File: src/rtl/fpu_pkg.sv
// Shared FPU definitions: writeback source encoding and IEEE exception flag layout.
package fpu_pkg;

  typedef enum logic [1:0] {
    SRC_ADD  = 2'b00,
    SRC_MUL  = 2'b01,
    SRC_DIV  = 2'b10,
    SRC_NONE = 2'b11
  } src_e;

  localparam int unsigned NUM_SRC    = 3;
  localparam int unsigned FLAG_WIDTH = 5;

  localparam int unsigned FLAG_NV = 4;
  localparam int unsigned FLAG_DZ = 3;
  localparam int unsigned FLAG_OF = 2;
  localparam int unsigned FLAG_UF = 1;
  localparam int unsigned FLAG_NX = 0;

endpackage

File: src/rtl/fpu_wb_arbiter_if.sv
// Writeback arbiter bus: three producer result ports plus the single registered writeback port.
interface fpu_wb_arbiter_if #(
  parameter int unsigned DATA_WIDTH = 32,
  parameter int unsigned FLAG_WIDTH = 5
);

  logic [2:0]            in_valid;
  logic [2:0]            in_ready;
  logic [DATA_WIDTH-1:0] in0_data;
  logic [DATA_WIDTH-1:0] in1_data;
  logic [DATA_WIDTH-1:0] in2_data;
  logic [FLAG_WIDTH-1:0] in0_flags;
  logic [FLAG_WIDTH-1:0] in1_flags;
  logic [FLAG_WIDTH-1:0] in2_flags;
  logic                  out_valid;
  logic                  out_ready;
  logic [DATA_WIDTH-1:0] out_data;
  logic [FLAG_WIDTH-1:0] out_flags;
  logic [1:0]            out_src;

  // The arbiter itself.
  modport slave (
    input  in_valid, in0_data, in1_data, in2_data, in0_flags, in1_flags, in2_flags, out_ready,
    output in_ready, out_valid, out_data, out_flags, out_src
  );

  // Execution units and writeback consumer.
  modport master (
    output in_valid, in0_data, in1_data, in2_data, in0_flags, in1_flags, in2_flags, out_ready,
    input  in_ready, out_valid, out_data, out_flags, out_src
  );

endinterface

File: src/rtl/fpu_wb_arbiter_mux3.sv
// 3-to-1 select using the source encoding 2'b00/01/10; 2'b11 yields zero.
module fpu_wb_arbiter_mux3 #(
  parameter int unsigned WIDTH = 32
) (
  input  logic [1:0]       sel,
  input  logic [WIDTH-1:0] d0,
  input  logic [WIDTH-1:0] d1,
  input  logic [WIDTH-1:0] d2,
  output logic [WIDTH-1:0] y
);

  always_comb begin
    y = '0;
    case (sel)
      2'b00:   y = d0;
      2'b01:   y = d1;
      2'b10:   y = d2;
      default: y = '0;
    endcase
  end

endmodule

File: src/rtl/fpu_wb_arbiter.sv
// Round-robin arbiter sharing one registered FPU writeback port between add, mul and div units.
module fpu_wb_arbiter #(
  parameter int unsigned DATA_WIDTH = 32,
  parameter int unsigned FLAG_WIDTH = 5
) (
  input logic             clk,
  input logic             rst_n,
  fpu_wb_arbiter_if.slave bus
);

  import fpu_pkg::src_e;
  import fpu_pkg::SRC_ADD;
  import fpu_pkg::SRC_MUL;
  import fpu_pkg::SRC_DIV;
  import fpu_pkg::SRC_NONE;
  import fpu_pkg::NUM_SRC;

  typedef enum logic {StEmpty, StFull} state_e;

  state_e                state_q, state_d;
  logic [1:0]            rr_ptr_q, rr_ptr_d;
  logic [DATA_WIDTH-1:0] data_q, data_d, mux_data;
  logic [FLAG_WIDTH-1:0] flags_q, flags_d, mux_flags;
  src_e                  src_q, src_d, sel;
  logic                  load_en;
  logic                  xfer;

  // First valid source scanning ptr, ptr+1, ptr+2 (mod 3).
  function automatic src_e rr_pick(input logic [NUM_SRC-1:0] valid, input logic [1:0] ptr);
    src_e       pick;
    logic       found;
    logic [2:0] sum;
    logic [1:0] idx;
    pick  = SRC_NONE;
    found = 1'b0;
    for (int k = 0; k < 3; k++) begin
      sum = {1'b0, ptr} + 3'(k);
      if (sum >= 3'd3) sum = sum - 3'd3;
      idx = sum[1:0];
      if (!found && valid[idx]) begin
        pick  = src_e'(idx);
        found = 1'b1;
      end
    end
    return pick;
  endfunction

  assign sel     = rr_pick(bus.in_valid, rr_ptr_q);
  assign load_en = (state_q == StEmpty) || bus.out_ready;
  assign xfer    = rst_n && load_en && (sel != SRC_NONE);

  assign bus.in_ready = {xfer && (sel == SRC_DIV), xfer && (sel == SRC_MUL), xfer && (sel == SRC_ADD)};

  fpu_wb_arbiter_mux3 #(
    .WIDTH(DATA_WIDTH)
  ) u_data_mux (
    .sel(sel),
    .d0 (bus.in0_data),
    .d1 (bus.in1_data),
    .d2 (bus.in2_data),
    .y  (mux_data)
  );

  fpu_wb_arbiter_mux3 #(
    .WIDTH(FLAG_WIDTH)
  ) u_flags_mux (
    .sel(sel),
    .d0 (bus.in0_flags),
    .d1 (bus.in1_flags),
    .d2 (bus.in2_flags),
    .y  (mux_flags)
  );

  always_comb begin
    state_d  = state_q;
    rr_ptr_d = rr_ptr_q;
    data_d   = data_q;
    flags_d  = flags_q;
    src_d    = src_q;

    unique case (state_q)
      StEmpty: begin
        if (xfer) state_d = StFull;
      end
      StFull: begin
        // Drain without a refill empties the slot; data/flags keep their last value.
        if (!xfer && bus.out_ready) begin
          state_d = StEmpty;
          src_d   = SRC_NONE;
        end
      end
      default: state_d = StEmpty;
    endcase

    if (xfer) begin
      data_d   = mux_data;
      flags_d  = mux_flags;
      src_d    = sel;
      rr_ptr_d = (sel == SRC_DIV) ? 2'd0 : 2'(sel) + 2'd1;
    end
  end

  always_ff @(posedge clk) begin
    if (!rst_n) begin
      state_q  <= StEmpty;
      rr_ptr_q <= 2'd0;
      data_q   <= '0;
      flags_q  <= '0;
      src_q    <= SRC_NONE;
    end else begin
      state_q  <= state_d;
      rr_ptr_q <= rr_ptr_d;
      data_q   <= data_d;
      flags_q  <= flags_d;
      src_q    <= src_d;
    end
  end

  assign bus.out_valid = (state_q == StFull);
  assign bus.out_data  = data_q;
  assign bus.out_flags = flags_q;
  assign bus.out_src   = src_q;

endmodule

File: src/flat_wrapper.sv
// flat-port wrapper written by rule: the top's interface ports become plain ports
module fpu_wb_arbiter_flat import fpu_pkg::src_e; import fpu_pkg::SRC_ADD; import fpu_pkg::SRC_MUL; import fpu_pkg::SRC_DIV; import fpu_pkg::SRC_NONE; import fpu_pkg::NUM_SRC;
#(
  parameter int unsigned DATA_WIDTH = 32,
  parameter int unsigned FLAG_WIDTH = 5
)
  (clk, rst_n, bus_in_valid, bus_in0_data, bus_in1_data, bus_in2_data, bus_in0_flags, bus_in1_flags, bus_in2_flags, bus_out_ready, bus_in_ready, bus_out_valid, bus_out_data, bus_out_flags, bus_out_src);
  fpu_wb_arbiter_if #(.DATA_WIDTH(DATA_WIDTH), .FLAG_WIDTH(FLAG_WIDTH)) bus_i ();
  input logic clk;
  input logic rst_n;
  input wire logic [$bits(bus_i.in_valid)-1:0] bus_in_valid;
  input wire logic [$bits(bus_i.in0_data)-1:0] bus_in0_data;
  input wire logic [$bits(bus_i.in1_data)-1:0] bus_in1_data;
  input wire logic [$bits(bus_i.in2_data)-1:0] bus_in2_data;
  input wire logic [$bits(bus_i.in0_flags)-1:0] bus_in0_flags;
  input wire logic [$bits(bus_i.in1_flags)-1:0] bus_in1_flags;
  input wire logic [$bits(bus_i.in2_flags)-1:0] bus_in2_flags;
  input wire logic [$bits(bus_i.out_ready)-1:0] bus_out_ready;
  output wire logic [$bits(bus_i.in_ready)-1:0] bus_in_ready;
  output wire logic [$bits(bus_i.out_valid)-1:0] bus_out_valid;
  output wire logic [$bits(bus_i.out_data)-1:0] bus_out_data;
  output wire logic [$bits(bus_i.out_flags)-1:0] bus_out_flags;
  output wire logic [$bits(bus_i.out_src)-1:0] bus_out_src;
  assign bus_i.in_valid = bus_in_valid;
  assign bus_i.in0_data = bus_in0_data;
  assign bus_i.in1_data = bus_in1_data;
  assign bus_i.in2_data = bus_in2_data;
  assign bus_i.in0_flags = bus_in0_flags;
  assign bus_i.in1_flags = bus_in1_flags;
  assign bus_i.in2_flags = bus_in2_flags;
  assign bus_i.out_ready = bus_out_ready;
  assign bus_in_ready = bus_i.in_ready;
  assign bus_out_valid = bus_i.out_valid;
  assign bus_out_data = bus_i.out_data;
  assign bus_out_flags = bus_i.out_flags;
  assign bus_out_src = bus_i.out_src;
  fpu_wb_arbiter #(.DATA_WIDTH(DATA_WIDTH), .FLAG_WIDTH(FLAG_WIDTH)) u_core (.clk(clk), .rst_n(rst_n), .bus(bus_i));
endmodule
File: config.mk
export PLATFORM = sky130hd
export DESIGN_NAME = fpu_wb_arbiter_flat
export DESIGN_NICKNAME = d
export VERILOG_FILES = /design/src/rtl/fpu_pkg.sv /design/src/rtl/fpu_wb_arbiter_if.sv /design/src/rtl/fpu_wb_arbiter_mux3.sv /design/src/rtl/fpu_wb_arbiter.sv /design/src/flat_wrapper.sv
export SDC_FILE = /design/constraint.sdc
export NUM_CORES = 1
export LEC_CHECK = 0
export BUFFER_PORTS_ARGS = -buffer_cell sky130_fd_sc_hd__buf_2
export CORE_MARGIN = 2
export CORE_UTILIZATION = 37
export DETAILED_ROUTE_END_ITERATION = 12
export PLACE_DENSITY = 0.84
export SLEW_MARGIN = 20
export SYNTH_ARGS = -nofsm -noshare
export SYNTH_HDL_FRONTEND = slang
export SYNTH_SLANG_ARGS = --single-unit
export TNS_END_PERCENT = 1
File: constraint.sdc
create_clock -name clk -period 2.2 [get_ports clk]
set_input_delay 0.11 -clock clk [delete_from_list [all_inputs] [get_ports clk]]
set_output_delay 0.11 -clock clk [all_outputs]
set_load 0.03 [all_outputs]
==> impl_results.md, run 1 <==
- Worst Setup Start Kind: register
- Slew Limit Fails: 0
- Fillers: 450
- Most common cell after layout, fill and taps aside: buf_2
- Hold buffer count at cts: 0
- Compound-cell area share of the yosys netlist: between 20% and 30%
- Starting DRT DRC Count: between 90 and 100
- Worst EP required: 2090 ps
- # DRC: 0
- Count of input and output buffers: 159
- Max_slew headroom: 75.4%
- Later-pin clock latency in the skew report: around 300 ps
- Clk pin slew, worst setup/hold paths: 90 ps
- Fin nets: 531
- Critical setup path kind: reg -> out
- Final Critical Period: roughly 2300 ps
- DP HPWL: slightly above 5000 um
- DR vias: between 2000 and 3000
- Gpl congestion: around 0.95
- Final hold viol count: 0
- Crit path DAT: 2160 ps
- Area grow syn2layout: 74.9%
- ANT nets after route: 0
- Fmax: roughly 440 MHz
- DR WL/cell: ~16 um
- Clock buffer depth: 2
- Outcome: finished, violations left
- Worst Max-Slew Pin Slew: 369 ps
- Fin crit share: 103%
- Die height: approximately 81 um
- Most frequent cells in the layout: buf_2 (156), dfxtp_1 (40), o21ai_1 (37)
- Failing checks: negative setup slack
- Die ar.: roughly 6600 um2
- Crit path launch: u_core.rr_ptr_q[0]
- TritonCTS clock tree: done
- Io pins: 160
- Initial core utilization: 37.7%
- Final Skew: approximately 9.6 ps
- Post-Synthesis Cell Area: 2210 um2
- Synthesized instance count: about 220
- First-pass GRT wire length: 11200 um
- Mux cell area share after synthesis: between 10% and 20%
- Largest family of logic cells by synthesized area: compound AO/OA/AOI/OAI gates
- Netlist cell types: 34
- Reg2Reg Setup Slack: -60 ps
- Post-Synth Simple-Gate Area: under 10%
- Share of cells above drive strength 1: 64.0%
- Largest net degree at the start of global routing: 19
- Final WS setup: -70.8 ps
- Total power: 3.38 mW
- Synth Register Bits: 42
- Crit path to: bus_in_ready[0]
- Pwr Density: about 880 nW/um2
- Die width: about 80 um
- RSZ-0062 raised after global routing: yes
- Final non-filler cell area: approximately 3900 um2
- Clock sink count: 42
- Total CTS buffers: 5
- Syn Area/Cell: 9.85 um2
- Worst Setup End Kind: output pin
- Max IR drop VDD: between 400 and 500 uV
- Vias/cell: about 5.2
- Antenna Diode Count: 0
- Initial antenna violation count: 0
- Max cap viols: 0
- Setup-failing EPs final: 39
- Syn Nets: ~350
- Sequential share of the synthesized area: between 30% and 40%
- Critical R2R Capture: u_core.bus.out_data[27]
- DRT Pass-1 Iters: 5
- Hold WC Path Type: in -> reg
- Final WL: 7930 um
- DP Area: 3160 um2
- Worst Path Max Fanout: 5
- CTS Root Cell: clkbuf_8
- Vias in the first global route: between 2000 and 2500
- CORE AREA: around 5900 um2
- # H-tree levels: 2
- Synthesis Warnings: 0
- R2r worst-path depth: 11
- Site Rows: 28
- Lkg Pwr: 1.85 nW
- Synth Area in Adders: between 2 and 2.5%
- Xor/xnor share of the synthesized area: 0%
- Worst reg2reg path startpoint: u_core.rr_ptr_q[0]
- Congestion Overflow GR: 0
- Setup WS pre-CTS: -158 ps
- Total GRT Usage: a little under a quarter
## state kept, by name, summed over array words and instances, names as in the netlist
name / cells
u_core.bus.out_data: 32
u_core.bus.out_valid: 1
u_core.rr_ptr_q: 2
u_core.bus.out_flags: 5
u_core.bus.out_src: 2
## Yosys cell counts
cell type,count,share of area (%)
nand2_1,7,1.2
nand4b_1,1,0.40
o221a_2,1,0.51
a21o_1,1,0.34
clkbuf_1,3,0.51
a22oi_1,33,11
nor2_1,5,0.85
a221oi_1,1,0.40
nand2b_1,2,0.57
a31oi_1,2,0.57
mux2i_1,38,17
and2_1,2,0.57
or2_2,1,0.28
nor2b_1,2,0.57
buf_6,5,2.6
a21bo_2,1,0.45
buf_4,3,1.0
a21oi_1,3,0.68
mux2_2,1,0.51
dfxtp_1,42,38
o21ai_1,15,3.4
o31ai_1,1,0.34
a22oi_2,4,2.3
a211oi_2,1,0.57
a211oi_4,1,0.91
buf_2,6,1.4
o22a_2,1,0.45
o21ai_0,26,5.9
a32oi_1,1,0.40
ha_1,4,2.3
mux2i_2,1,0.62
a2111oi_4,1,1.2
nor3b_2,1,0.57
inv_1,7,1.2
## routing by layer
layer / GRT usage, % / share of wire, %
met5: 0 / 0
met4: 5.25 / 1.5
met3: 5.56 / 6.5
met2: 44.2 / 54
met1: 23.8 / 38
## how the worst min path moves through the flow
| stage | cells past startpoint | slack, ps | startpoint | end |
|---|---|---|---|---|
| after floorplan | 1 | 220 | rst_n | u_core.bus.out_src[1] |
| after detailed placement | 3 | 350 | bus_in2_data[26] | u_core.bus.out_data[26] |
| after CTS | 3 | 30 | bus_in2_data[26] | u_core.bus.out_data[26] |
| after global routing | 3 | 40 | bus_in2_flags[3] | u_core.bus.out_flags[3] |
| final | 3 | 40 | bus_in2_data[29] | u_core.bus.out_data[29] |
| after global placement | 3 | 340 | bus_in2_data[29] | u_core.bus.out_data[29] |
## through the flow
step,std cells,hold slack [ps],utilization [%],setup TNS (ps)
floorplan,224,225,-,-56.7
global placement,455,339,54.0,-1410
detailed placement,455,348,54.0,-4510
CTS,488,30.1,64.8,-1030
global route,486,39.3,66.0,-4170
finish,486,44.4,66.0,-989
## worst max-delay path, cell delays in order (launching register included)
cell      delay, ps
dfxtp_4         370
buf_6           120
ha_4            170
mux2i_4         190
o22a_2          280
a211oi_4        270
buf_4           140
buf_4           100
nand2_2          50
inv_2            50
buf_6           120
## power by group
group | total [mW] | switching, mW | internal [mW]
logic | 1.72 | 0.941 | 0.778
registers | 1.05 | 0.115 | 0.931
clock network | 0.618 | 0.278 | 0.340
## logic make-up after synthesis
family / Yosys count
AO/OA/AOI/OAI: 93
adder cells (fa/ha/maj): 4
buffers and inverters: 24
flip-flops: 42
multiplexers: 40
AND/OR/NAND/NOR: 21
## layout make-up
cell class | count | area, um2 | area share (%)
multi-input combinational | 158 | 1470 | 38.2
clock inverter | 3 | 43.8 | 1.13
inverter | 7 | 31.3 | 0.810
sequential | 42 | 848 | 22.0
timing repair buffer | 196 | 1300 | 33.7
tap | 75 | 93.8 | 2.43
clock buffer | 5 | 68.8 | 1.78
## timing repair
item / 4_1_cts / 5_1_grt
hold endpoints to repair: 0 / 0
gates cloned: 5 / 1
setup buffers: 22 / 0
setup endpoints to repair: 42 / 42
gates resized for setup: 62 / 36
pin swaps: 14 / 12
Note: power is estimated with default switching activity, not from simulation.
==> run 2, diff against run 1 <==
- HOLD_SLACK_MARGIN: default -> 0.12
- PLACE_DENSITY: 0.84 -> 0.75
==> run 2 against run 1 <==
Compared with the run above: area after synthesis unchanged; synthesized cell count is the same; the run now fails in 4_1_cts.
==> impl_results.md, run 2 <==
- Total CTS buffers: 5
- Die height: around 81 um
- Hold buffer count at cts: just over 100
- Post-Synthesis Cell Area: between 2000 and 2500 um2
- Clock sink count: 42
- Die width: 81.2 um
- Post-synth ARST share: 0%
- Io pins: 160
- DP Area: about 3200 um2
- # H-tree levels: 2
- PostCTS Resize Cnt: 24
- Outcome: aborted with a tool error
- Synth top area share: between 30% and 40%
- Top-count cell post-synth: dfxtp_1
- Post-CTS Setup Repair Bufs: 8
- Leading area contributor after synthesis: dfxtp_1
- Synthesis Warnings: 0
- Netlist cell types: 34
- Syn Area/Cell: 9.85 um2
- DP HPWL: 4950 um
- Synthesized instance count: 224
- Failing step: 4_1_cts
- Sequential share of the synthesized area: 38.1%
- Initial core utilization: around 38%
- EDFF count, synth: 0
- Synth top area cells: dfxtp_1 (38%), mux2i_1 (17%), a22oi_1 (11%)
- Synth Register Bits: between 40 and 50
- Count of input and output buffers: between 150 and 200
- Syn Nets: ~350
- Gpl congestion: 0.861
- Synth top cells by count: dfxtp_1 (42), mux2i_1 (38), a22oi_1 (33)
- Log Error: [ERROR RSZ-0060] Max buffer count reached.
- Clock buffer depth: 2
- Site Rows: 28
- Top_reg_cell synth: dfxtp_1
- CTS Root Cell: clkbuf_8
[run 2: cell counts after synthesis]
No cell type changed its count.
[run 2: logic make-up after synthesis]
| kind of cell | count (synthesis) | share of synthesized area, % |
|---|---|---|
| compound gates | 93 | 29.6 |
| flops | 42 | 38.1 |
| mux | 40 | 18.4 |
| buf+inv | 24 | 6.63 |
| simple gates | 21 | 4.99 |
| fa+ha+maj | 4 | 2.27 |
[run 2: metrics by stage]
| step | hold slack, ps | setup slack [ps] | instances |
|---|---|---|---|
| floorplan | 225 | -54.9 | 224 |
| global placement | 341 | -59.7 | 457 |
| detailed placement | 347 | -142 | 457 |
==> run 3, diff against run 2 <==
- CORE_UTILIZATION: 37 -> 40
- HOLD_SLACK_MARGIN: 0.12 -> default
- PLACE_DENSITY: 0.75 -> default
- PLACE_DENSITY_LB_ADDON: default -> 0.15
- clock period: 2.2 -> 2.9 ns (I/O delays scaled with it)
==> run 3 against run 2 <==
Compared with the run above: the flow now finishes without violations.
==> impl_results.md, run 3 (synthesis gave the netlist of run 1 again) <==
- Hold WC Path Type: in -> reg
- # DRC: 0
- Final hold viol count: 0
- Clock buffer depth: 2
- Final WL: roughly 6200 um
- Post-Place Cells: about 450
- Initial core utilization: 40.8%
- Area of the multi-input gates: 1240 um2
- Post-CTS Setup Repair Bufs: 0
- Max_slew headroom: approximately three quarters
- Worst EP required: roughly 2800 ps
- Met2 Track Usage GR: a little over a third
- Fin crit share: a little over nine tenths
- Starting DRT DRC Count: 65
- Vias in the first global route: between 2000 and 2500
- Crit-path leading delay family: simple AND/OR/NAND/NOR gates
- Fmax: about 360 MHz
- Largest net degree at the start of global routing: between 40 and 50
- # H-tree levels: 2
- Finished Layout Cells: 453
- Worst Path Max Fanout: between 40 and 50
- DRT Pass-1 Iters: 4
- TritonCTS clock tree: done
- Die height: roughly 78 um
- Congestion Overflow GR: 0
- First-pass GRT wire length: 9580 um
- Critical setup path kind: reg -> out
- CP max stage cell: dfxtp_1
- Max cap viols: 0
- CTS Root Cell: clkbuf_8
- Total CTS buffers: 5
- CP cell instances: inv_1, ha_1, nor2b_1, o21ai_0, a21oi_1, or2_2, buf_12, nand2_1, inv_1, buf_2
- Antenna Diode Count: 0
- DR vias: between 2000 and 2500
- Outcome: finished, final reports clean
- Share of cells above drive strength 1: ~49%
- Fin nets: between 500 and 600
- Hold buffer count at cts: 0
- Hold Startpoint: bus_in2_data[24]
- Total GRT Usage: 19.6%
- ANT nets after route: 0
- Worst Setup End Kind: output pin
- Setup-failing EPs final: 0
- Critical path's most frequent cell: inv_1
- Site Rows: 27
- Clock sink count: 42
- Gpl congestion: about 0.83
- Final Critical Period: about 2800 ps
- Most common cell after layout, fill and taps aside: buf_2
- Io pins: between 150 and 200
- Vias/cell: between 4 and 5
- DP HPWL: 4770 um
- Area grow syn2layout: 43.0%
- Met1 GRT Util: 21.8%
- Worst Max-Slew Pin Slew: 353 ps
- Worst reg2reg path startpoint: u_core.rr_ptr_q[0]
- Die width: 78.3 um
- Max IR drop VDD: between 400 and 500 uV
- Initial antenna violation count: 0
- Pwr Density: 669 nW/um2
- Crit path buf inv count: 4
- Die ar.: a little over 6000 um2
- Worst Hold End: u_core.bus.out_data[24]
- Worst Setup Start Kind: register
- CORE AREA: between 5000 and 6000 um2
- Later-pin clock latency in the skew report: 290 ps
- Fillers: between 500 and 600
- Largest register FFs: 32
- Crit path DAT: roughly 2600 ps
- Total power: ~2.1 mW
- Most frequent cells in the layout: buf_2 (159), dfxtp_1 (42), mux2i_1 (38)
- Lkg Pwr: ~1.6 nW
- Hold Crit Depth: 3
- Count of input and output buffers: 159
- Met3 usage: approximately 4.7%
- Final Skew: approximately 3.6 ps
- PostCTS Resize Cnt: 0
- Register Area: about 840 um2
- Slew Limit Fails: 0
- DR WL/cell: 13.6 um
- Critical R2R Capture: u_core.bus.out_data[7]
- Most crowded layer after global routing: met2
- R2r worst-path depth: 9
- Clk pin slew, worst setup/hold paths: 80 ps
- CP peak stage delay: 390 ps
- Reg2Reg Setup Slack: just under 500 ps
## run 3: layer usage
layer / vias up / part of all wire (%)
met3: 7 / 8.0
met5: - / 0
met4: 0 / 1.1
li1: 1151 / -
met2: 103 / 50
met1: 991 / 41
## run 3: worst max-delay path by stage
stage / from / end / cells past startpoint
final: u_core.rr_ptr_q[0] / bus_in_ready[0] / 10
after global routing: u_core.rr_ptr_q[0] / bus_in_ready[0] / 10
after CTS: u_core.rr_ptr_q[1] / bus_in_ready[2] / 8
after detailed placement: u_core.rr_ptr_q[1] / bus_in_ready[2] / 8
after global placement: u_core.rr_ptr_q[1] / bus_in_ready[2] / 8
after floorplan: u_core.rr_ptr_q[0] / bus_in_ready[1] / 9
## run 3: layout make-up
type,instances,area share (%)
Multi-Input combinational cell,158,39.3
Timing Repair Buffer,166,27.7
Sequential cell,42,26.6
Tap cell,72,2.85
Clock buffer,6,2.30
Inverter,7,0.832
Clock inverter,2,0.436
## run 3: where the power goes
part | switching [mW] | internal (mW) | total, mW
clock | 0.208 | 0.170 | 0.378
sequential | 0.0672 | 0.705 | 0.772
combinational | 0.597 | 0.365 | 0.961
total | 0.872 | 1.24 | 2.11
## run 3: per-stage QoR
stage               hold WS [ps]  instance area, um2  setup TNS [ps]  setup WS, ps  util (%)
global route                83.7                3160           -13.0         -8.50      58.4
detailed placement           385                3050               0           424      56.4
floorplan                    260                2210               0           483         -
global placement             374                3050               0           485      56.4
finish                      82.1                3160               0           146      58.4
CTS                         74.6                3140               0          88.1      58.0
## run 3: tightest hold or removal path: stages
cell	delay, ps
buf_2	80
a22oi_1	60
o21ai_0	60
==> run 4, diff against run 3 <==
- CORE_UTILIZATION: 40 -> 41
- SETUP_SLACK_MARGIN: default -> 0.5
==> run 4 against run 3 <==
Compared with the run above: count of clock-buffer cells in the layout unchanged; cell count increased by 1.8%; combinational power increased by 7%; critical path type unchanged; largest power group unchanged; highest routed layer unchanged.
==> impl_results.md, run 4 (synthesis gave the netlist of run 1 again) <==
- Initial antenna violation count: 0
- TritonCTS clock tree: done
- Pwr Density: approximately 660 nW/um2
- CTS Root Cell: clkbuf_8
- Setup-failing EPs final: 0
- Crit path DAT: between 2000 and 2500 ps
- Vias/cell: 5.03
- Largest register FFs: 32
- Fin crit share: 80.0%
- Count of input and output buffers: 159
- Slew Limit Fails: 0
- Die height: a little under 80 um
- Clk pin slew, worst setup/hold paths: approximately 80 ps
- Die ar.: 5990 um2
- Reg2Reg Setup Slack: 620 ps
- Max_slew headroom: 73.9%
- Final Critical Period: roughly 2300 ps
- Die width: 77.4 um
- Critical setup path kind: reg -> out
- Most common cell after layout, fill and taps aside: buf_2
- Final WL: 6590 um
- Final hold viol count: 0
- Gpl congestion: about 0.85
- Worst EP required: roughly 2800 ps
- Later-pin clock latency in the skew report: about 290 ps
- Antenna Diode Count: 0
- Worst Setup Start Kind: register
- Most frequent cells in the layout: buf_2 (157), dfxtp_1 (40), mux2i_1 (38)
- Total GRT Usage: around a fifth
- Worst Max-Slew Pin Slew: 390 ps
- Fin nets: between 500 and 600
- Fin Hold WS: 84.9 ps
- CP cell instances: inv_2, ha_4, nor2b_1, o21ai_2, a21oi_2, or2_2, buf_12, nand2_1, inv_1, clkbuf_4
- Site Rows: 26
- Starting DRT DRC Count: 76
- Io pins: 160
- Clock buffer depth: 2
- Fmax: 431 MHz
- Worst Path Max Fanout: 6
- Vias in the first global route: roughly 2200
- Clock sink count: 42
- Crit path launch: u_core.rr_ptr_q[0]
- Max IR drop VDD: 397 uV
- Share of cells above drive strength 1: between 50% and 60%
- Initial core utilization: between 40% and 50%
- Max cap viols: 0
- Setup TNS: 0 ps
- DR vias: approximately 2300
- Total power: between 2 and 2.5 mW
- DR WL/cell: between 10 and 15 um
- R2r worst-path depth: 11
- Hold Crit Depth: 3
- First-pass GRT wire length: 10300 um
- Final Skew: roughly 7.4 ps
- DP HPWL: around 5000 um
- Largest net degree at the start of global routing: 24
- Critical R2R Capture: u_core.bus.out_data[19]
- Outcome: finished, final reports clean
- CORE AREA: slightly above 5000 um2
- Hold buffer count at cts: 0
- # H-tree levels: 2
- Area grow syn2layout: 48.6%
- Congestion Overflow GR: 0
- Hold WC Path Type: in -> reg
- # DRC: 0
- Crit path to: bus_in_ready[0]
- Lkg Pwr: 1.66 nW
- ANT nets after route: 0
- Total CTS buffers: 5
- CP max stage cell: dfxtp_4
- CP peak stage delay: about 380 ps
- Worst Setup End Kind: output pin
- RSZ-0062 raised after global routing: no
- DRT Pass-1 Iters: 4
- Worst reg2reg path startpoint: u_core.rr_ptr_q[0]
## run 4: worst min-delay path by stage
| stage | end | start |
|---|---|---|
| finish | u_core.bus.out_data[21] | bus_in2_data[21] |
| CTS | u_core.bus.out_data[27] | bus_in2_data[27] |
| global route | u_core.bus.out_data[26] | bus_in2_data[26] |
| global placement | u_core.bus.out_data[24] | bus_in2_data[24] |
| detailed placement | u_core.bus.out_data[16] | bus_in2_data[16] |
| floorplan | u_core.bus.out_src[1] | rst_n |
## run 4: cell type report
type / instances / area (um2)
Fill cell: 468 / 1860
Timing Repair Buffer: 177 / 956
Inverter: 7 / 26.3
Tap cell: 70 / 87.6
Multi-Input combinational cell: 158 / 1280
Sequential cell: 42 / 848
Clock inverter: 1 / 7.51
Clock buffer: 6 / 72.6
## run 4: power by group
| group | internal [mW] | switching (mW) |
|---|---|---|
| logic | 0.411 | 0.621 |
| registers | 0.705 | 0.0675 |
| clock network | 0.165 | 0.191 |
| total | 1.28 | 0.879 |
## run 4: stage by stage
stage                     cells  worst slack (ps)  instance area [um2]  utilization (%)
after floorplan             224               610                 2210                -
after global placement      444               463                 3030             59.0
after detailed placement    444               350                 3030             59.0
after CTS                   457               403                 3200             62.3
after global routing        461               494                 3280             63.8
final                       461               580                 3280             63.8
## run 4: layer usage
metal | wire length (um) | GRT usage (%)
met2 | 3360 | 38.3
met1 | 2600 | 24.7
met3 | 536 | 6.16
met4 | 100 | 5.36
met5 | 0 | 0
## run 4: timing repair
action,in CTS,in global routing
gates cloned,0,0
buffers inserted,6,4
endpoints found under the hold margin,0,0
pin swaps,1,5
gates resized for setup,10,15
endpoints found under the setup margin,24,39
## run 4: critical path: cells and delay by family (launching register included)
family / cells / cell delay (ps)
flops: 1 / 380
buf+inv: 4 / 420
fa+ha+maj: 1 / 250
compound gates: 2 / 300
simple gates: 3 / 540
